## src/rtl/regfile_write_port.sv

```systemverilog
// Register-file write-port arbiter: pipeline writeback has priority, late results
// drain in order from a small queue, and queued values are forwarded to decode.
module regfile_write_port #(
    parameter int DEPTH = 4,
    parameter int WIDTH = 32
) (
    input  logic             Clk,
    input  logic             Rst,
    input  logic             pw_en,
    input  logic [4:0]       pw_rd,
    input  logic [WIDTH-1:0] pw_data,
    input  logic             enq_valid,
    input  logic [4:0]       enq_rd,
    input  logic [WIDTH-1:0] enq_data,
    output logic             enq_ready,
    input  logic [4:0]       RA,
    input  logic [4:0]       RB,
    output logic             hitA,
    output logic [WIDTH-1:0] fwdA,
    output logic             hitB,
    output logic [WIDTH-1:0] fwdB,
    output logic [4:0]       RW,
    output logic [WIDTH-1:0] BusW,
    output logic             RegWr,
    output logic             pending
);

    localparam int PW = $clog2(DEPTH);
    localparam int CW = $clog2(DEPTH + 1);

    logic [DEPTH-1:0] valid;
    logic [4:0]       ent_rd   [DEPTH];
    logic [WIDTH-1:0] ent_data [DEPTH];
    logic [PW-1:0]    head;
    logic [PW-1:0]    tail;
    logic [CW-1:0]    count;

    logic          pw_write;
    logic          drain;
    logic          enq_fire;
    logic          enq_store;
    logic [PW-1:0] fwd_idx;

    always_comb begin
        pw_write  = !Rst && pw_en && (pw_rd != '0);
        drain     = !Rst && !pw_write && (count != '0);
        enq_ready = !Rst && (count < CW'(DEPTH));
        enq_fire  = enq_valid && enq_ready;
        enq_store = enq_fire && (enq_rd != '0);
        pending   = (count != '0);

        RegWr = 1'b0;
        RW    = '0;
        BusW  = '0;
        if (pw_write) begin
            RegWr = 1'b1;
            RW    = pw_rd;
            BusW  = pw_data;
        end else if (drain && valid[head]) begin
            RegWr = 1'b1;
            RW    = ent_rd[head];
            BusW  = ent_data[head];
        end
    end

    // Scan oldest to youngest so the last match is the youngest entry.
    always_comb begin
        hitA    = 1'b0;
        fwdA    = '0;
        hitB    = 1'b0;
        fwdB    = '0;
        fwd_idx = '0;
        for (int unsigned k = 0; k < DEPTH; k++) begin
            fwd_idx = head + PW'(k);
            if (valid[fwd_idx] && (ent_rd[fwd_idx] == RA) && (RA != '0)) begin
                hitA = 1'b1;
                fwdA = ent_data[fwd_idx];
            end
            if (valid[fwd_idx] && (ent_rd[fwd_idx] == RB) && (RB != '0)) begin
                hitB = 1'b1;
                fwdB = ent_data[fwd_idx];
            end
        end
    end

    always_ff @(posedge Clk or posedge Rst) begin
        if (Rst) begin
            head  <= '0;
            tail  <= '0;
            count <= '0;
            valid <= '0;
            for (int unsigned k = 0; k < DEPTH; k++) begin
                ent_rd[k]   <= '0;
                ent_data[k] <= '0;
            end
        end else begin
            for (int unsigned k = 0; k < DEPTH; k++) begin
                if (pw_write && valid[k] && (ent_rd[k] == pw_rd))
                    valid[k] <= 1'b0;
            end
            if (drain) begin
                valid[head] <= 1'b0;
                head        <= head + 1'b1;
            end
            // Tail slot is free whenever we store, so the new entry overrides any kill.
            if (enq_store) begin
                valid[tail]    <= 1'b1;
                ent_rd[tail]   <= enq_rd;
                ent_data[tail] <= enq_data;
                tail           <= tail + 1'b1;
            end
            case ({enq_store, drain})
                2'b10:   count <= count + 1'b1;
                2'b01:   count <= count - 1'b1;
                default: count <= count;
            endcase
        end
    end

endmodule

```

## config.mk

```make
export PLATFORM = sky130hd
export DESIGN_NAME = regfile_write_port
export DESIGN_NICKNAME = d
export VERILOG_FILES = /design/src/rtl/regfile_write_port.sv
export SDC_FILE = /design/constraint.sdc
export NUM_CORES = 1
export LEC_CHECK = 0
export ABC_AREA = 0
export ABC_CLOCK_PERIOD_IN_PS = 6500
export CORE_MARGIN = 2
export CORE_UTILIZATION = 51
export DETAILED_ROUTE_END_ITERATION = 10
export GPL_ROUTABILITY_DRIVEN = 0
export PLACE_DENSITY = 0.78
export SETUP_SLACK_MARGIN = 0.2
export SYNTH_ARGS = -nofsm -noshare
export SYNTH_HDL_FRONTEND = slang
export SYNTH_SLANG_ARGS = --single-unit
```

## constraint.sdc

```tcl
create_clock -name Clk -period 6.5 [get_ports Clk]
set_input_delay 0.975 -clock Clk [delete_from_list [all_inputs] [get_ports Clk]]
set_output_delay 0.975 -clock Clk [all_outputs]
set_load 0.005 [all_outputs]
```

* Yosys cells after proc, flatten, opt, wreduce, memory -nomap -nowiden
Cells that the tools add are included.
** Cells by class
- Add/subtract/negate cells :: 6
- Magnitude comparators :: 14
- Equality and inequality tests :: 14
- Muxes and demuxes :: 71
- Bitwise operators :: 8
- Reductions and logical operators :: 43
** Operator list (number)
- 32-bit 2-to-1 mux :: 19
- 32-bit binary-select mux with 2-bit select :: 4
- 128-bit bitwise mux :: 1
- 32-bit demux with 2-bit select :: 1
- 5-bit equality test :: 12
- 5-bit 2-to-1 mux :: 11
- 5-bit binary-select mux with 2-bit select :: 4
- 1-bit logical AND :: 35
- 20-bit bitwise mux :: 1
- 1-bit 2-to-1 mux :: 20
- 5-bit nonzero test :: 4
- 3-bit >= comparator (second input constant) :: 5
- 2-bit by 3-bit less-than comparator with 1-bit output (second input constant) :: 5
- 2-bit inverter with 3-bit output :: 5
- 5-bit demux with 2-bit select :: 1
- 1-bit binary-select mux with 2-bit select :: 4
- 4-bit 2-to-1 mux :: 2
- 3-bit one-hot mux with 2 select lines :: 1
- 2-bit by 1-bit adder with 2-bit output (second input constant) :: 2
- 2-bit adder (second input constant) :: 2
- 4-bit bitwise AND :: 1
- 1-bit demux with 2-bit select :: 2
- 2-bit by 1-bit >= comparator with 1-bit output (second input constant) :: 2
- 4-bit inverter :: 1
- 10 further kinds :: 11
** Storage, ports and cells
- Flip-flop bits (word level) :: 159
- Input port bits :: 88
- Output and inout bits :: 106
- Word-level logic and storage cells :: 168

* Longest topological paths before layout
- Depth in word-level cells :: 11
- Mapped depth :: 17
- Gate-level depth less buffers :: 10

* Worst setup path after synthesis
Ideal clock, no wire load.
- Path kind :: input -> output
- Start :: input Rst
- End :: output BusW[11]
- Arrival time :: 5.550 ns
- Required time :: 5.525 ns
- Slack :: -0.025 ns
- Stages :: 7
- Buffers on the path :: 2
- Cells stage by stage :: inv_1 nand2_1 nor2_1 and2_1 buf_2 buf_2 a22o_1
** On the way
- Cells in the longest elaborated chain, start to end :: 9
** Ends and longest elaborated chain
- start: declaration :: RTL line 8 : input logic Rst,
- 1-bit zero test (no line) (*)
- 1-bit logical AND (2 in series) :: RTL line 45 : pw_write = !Rst && pw_en && (pw_rd != '0);
- 1-bit zero test :: RTL line 46 : drain = !Rst && !pw_write && (count != '0);
- 1-bit logical AND (2 in series) :: RTL line 46
- 1-bit logical AND :: RTL line 59 : end else if (drain && valid[head]) begin
- 32-bit 2-to-1 mux :: RTL line 59
- 32-bit 2-to-1 mux (*) :: RTL line 55 : if (pw_write) begin
- end: declaration :: RTL line 23 : output logic [WIDTH-1:0] BusW,
Every way passes the cells marked *; elsewhere a longest branch is shown, timed or not.

* Final worst setup path
- Start :: register head[0]
- End :: output fwdA[5]
** On the way
- Cells in the longest elaborated chain, start to end :: 11
- Elaborated cells on any way between the ends :: 55
- Those cells by class :: 3 x add/sub; 4 x eq/ne; 36 x mux; 4 x bitwise; 8 x reduce/logical
** Ends and longest elaborated chain
- start: declaration :: RTL line 34 : logic [PW-1:0] head;
- start signal: assignment :: RTL line 103 : head <= head + 1'b1;
- 2-bit by 1-bit adder with 2-bit output / 2-bit inverter with 3-bit output (equally long branches) :: RTL line 74, 75, 77
- 2-bit inverter with 3-bit output (not written as such) / 5-bit binary-select mux with 2-bit select (equally long branches) :: RTL line 75, 77
- 5-bit binary-select mux with 2-bit select / 5-bit 2-to-1 mux (equally long branches) :: RTL line 75 : if (valid[fwd_idx] && (ent_rd[fwd_idx] == RA) && (RA != '0)) begin
- 5-bit 2-to-1 mux (not written as such) :: RTL line 75
- 5-bit 2-to-1 mux (not written as such) / 5-bit equality test (equally long branches) :: RTL line 75
- 5-bit equality test / 1-bit logical AND (equally long branches) :: RTL line 75
- 1-bit logical AND :: RTL line 75
- 1-bit logical AND / 32-bit 2-to-1 mux (equally long branches) :: RTL line 75
- 32-bit 2-to-1 mux (2 in series) :: RTL line 75
- 32-bit 2-to-1 mux (*) :: RTL line 75
- end: declaration :: RTL line 19 : output logic [WIDTH-1:0] fwdA,
Every way passes the cells marked *; elsewhere a longest branch is shown, timed or not. The select of a mux whose other input is x is not followed.

==> qor.txt <==
Worst path most repeated cell -> buf_4
nets@finish -> 1370
Synth cell types -> 55
sequential share of the synthesized area -> 0.293
number of synthesized flops with an enable pin -> 0
Worst Hold Class -> reg2reg
status -> complete, no violations
Row Count -> 59
hold_buf cts -> 0
final max-slew violation count -> 0
placed cells -> 1588
Core ar. -> 26100 sq um
first-pass GRT wire length -> 64.7 mm
DRT Pass-1 Iters -> 6
VDD IR-drop max -> 0.375 mV
dominant cells by area after synthesis -> dfrtp_1, mux4_2, mux2_2
Max Cap Viol -> 0
commonest non-fill, non-tap cell in the layout -> clkdlybuf4s50_1
post-route ant nets -> 0
clk buf depth -> 2
final WL -> 41.4 mm
CTS sink count -> 159
CP max-delay cell -> or2_2
sum of negative setup slack -> 0 ns
grt ovf -> 0
total track usage -> 0.296
PwrDens -> 559 nW/um^2
largest net degree at the start of global routing -> 160
CP startpoint -> head[0]
worst relative slew slack -> 0.248
r2r endpoint -> ent_data[31]
Post-Syn Area -> 13600 sq um
DRC -> 0
Max Fclk -> 0.170 GHz
commonest non-fill, non-tap cells in the layout -> clkdlybuf4s50_1, dfrtp_1, mux4_2
antenna cells -> 0
final period utilization -> 0.904
RR Startpoint -> count[2]
Leak -> 6.02 nW
Final setup viols -> 0
DR vias -> 11496
min-delay src -> count[2]
nature of the critical path endpoint -> output pin
IO Pins -> 194
post-DP HPWL -> 26.6 mm
postcts setup bufs -> 0
initial core utilization -> 0.520
wire per inst -> 25.5 um
Critical Path Sink -> fwdA[5]
top cell type's share of synthesized area -> 0.293
syn_area_per_cell -> 11.8 sq um
later-pin clock latency in the skew report -> 0.44 ns
Hold Vio Cnt, Final -> 0
syn nets -> 1248
largest stage delay on the critical path -> 0.91 ns
clk slew on worst S/H paths -> 0.07 ns
leading area contributor after synthesis -> dfrtp_1
Resize count post-CTS -> 0
Crit Path Category -> reg2out
CP Data Arrival Time -> 4.90 ns
port buffer count -> 193
crit path launch type -> flop
non-filler instance count after layout -> 1620
Max Clock Skew -> 0.0112 ns
RSZ-0062 raised after global routing -> false
slew of the pin with the lowest slew margin -> 1.13 ns
WHS -> 0.489 ns
vias in the first global route -> 11614
ys flop type -> dfrtp_1
initial DRC count -> 1459
worst reg-to-reg setup slack -> 3.80 ns
synth warn -> 0
DIE HEIGHT -> 167 um
CTS buffer count -> 17
area grow syn2layout -> 20.2%
worst path cell trace -> buf_4 -> mux4_1 -> nand3_1 -> or2_2 -> nor2b_1 -> buf_4 -> a211oi_2 -> clkdlybuf4s50_1
worst r2r path cells -> 6
DR vias/cell -> 7.10
antenna violations before repair -> 0
synthesized instance count -> 1150
die width -> 167 um
htree depth -> 4
DIE AREA -> 27900 sq um
Synth Register Bits -> 159
Root Buffer -> clkbuf_16
CTS tree -> done
share of layout cells above drive strength 1 -> 0.325
Final min period -> 5.88 ns
FFs w/ async S/R, synth -> 1.00
maximum fanout along the worst path -> 49
worst path required time -> 5.52 ns
[routing by layer]
metal	GRT usage	wire, um
met5	0	0
met1	0.389	15600
met2	0.474	19600
met4	0.117	1530
met3	0.0737	4710
[synth_stat cells, types with 3 or more instances]
| cell type | count |
|---|---|
| mux2_2 | 149 |
| buf_4 | 12 |
| a311o_1 | 8 |
| or2_1 | 3 |
| o31ai_1 | 4 |
| clkbuf_1 | 67 |
| buf_2 | 30 |
| nand4_1 | 7 |
| o211ai_1 | 7 |
| a211oi_1 | 20 |
| buf_6 | 6 |
| nand2_1 | 38 |
| ha_1 | 9 |
| nor3_2 | 4 |
| o211a_1 | 16 |
| xor2_1 | 19 |
| nand3_1 | 11 |
| a31oi_1 | 32 |
| o31ai_2 | 13 |
| inv_1 | 44 |
| nor4_1 | 9 |
| o2111ai_1 | 24 |
| buf_1 | 13 |
| dfrtp_1 | 159 |
| nor2_1 | 41 |
| mux2i_1 | 5 |
| nor3_1 | 114 |
| a211oi_2 | 12 |
| mux4_2 | 151 |
| xnor2_1 | 43 |
| a22o_1 | 52 |
[worst min path at each step]
| stage | slack (ns) | to | cells after the start |
|---|---|---|---|
| after floorplan | 0.46 | count[2] | 1 |
| after global placement | 0.48 | count[2] | 1 |
| after detailed placement | 0.48 | count[2] | 1 |
| after CTS | 0.49 | count[2] | 1 |
| after global routing | 0.52 | count[2] | 1 |
| final | 0.49 | count[2] | 1 |
[power by group]
group          total [mW]  switching, mW  internal [mW]
clock network        1.10          0.435          0.670
registers            2.18          0.696           1.49
logic                5.82           2.85           2.97
total                9.10           3.98           5.12
[worst max-delay path: cells and delay by family, from the launching register on]
kind | cells | cell delay [ns]
buffers and inverters | 3 | 1.41
and+or+nand+nor | 3 | 1.50
muxes | 1 | 0.67
AOI/OAI and AO/OA | 1 | 0.09
DFF | 1 | 0.67
[stage by stage]
step | util | total power, mW | setup slack, ns | cell area, sq um
6_report | 0.625 | 9.10 | 0.622 | 16300
5_1_grt | 0.625 | 9.56 | 0.364 | 16300
4_1_cts | 0.625 | 9.00 | 0.665 | 16300
3_5_place_dp | 0.601 | 7.87 | 1.15 | 15700
3_3_place_gp | 0.601 | 7.70 | 1.20 | 15700
2_1_floorplan | - | 6.23 | 1.27 | 13600
[cell families (layout without fill, tap and decap cells)]
logic type | Yosys count | count (layout) | synth area share
DFF | 159 | 159 | 0.293
and+or+nand+nor | 245 | 245 | 0.0928
muxes | 306 | 306 | 0.380
xor gates and xnor gates | 63 | 63 | 0.0413
adders and majority gates | 10 | 10 | 0.00978
buffers and inverters | 172 | 307 | 0.0570
AOI/OAI and AO/OA | 195 | 195 | 0.125
[state kept, by name, summed over array words and instances (netlist names)]
signal    count
valid         4
ent_data    128
head          2
ent_rd       20
tail          2
count         3
[area by class of cell]
cell class              count  area [sq um]
clock buffers              21           460
clock inverters            11           179
fillers                  1985          9760
inverters                  44           169
multi-input cells         819          8840
flip-flops and latches    159          3990
well taps                 335           419
repair buffers            231          2240
Note: power is estimated with default switching activity, not from simulation.
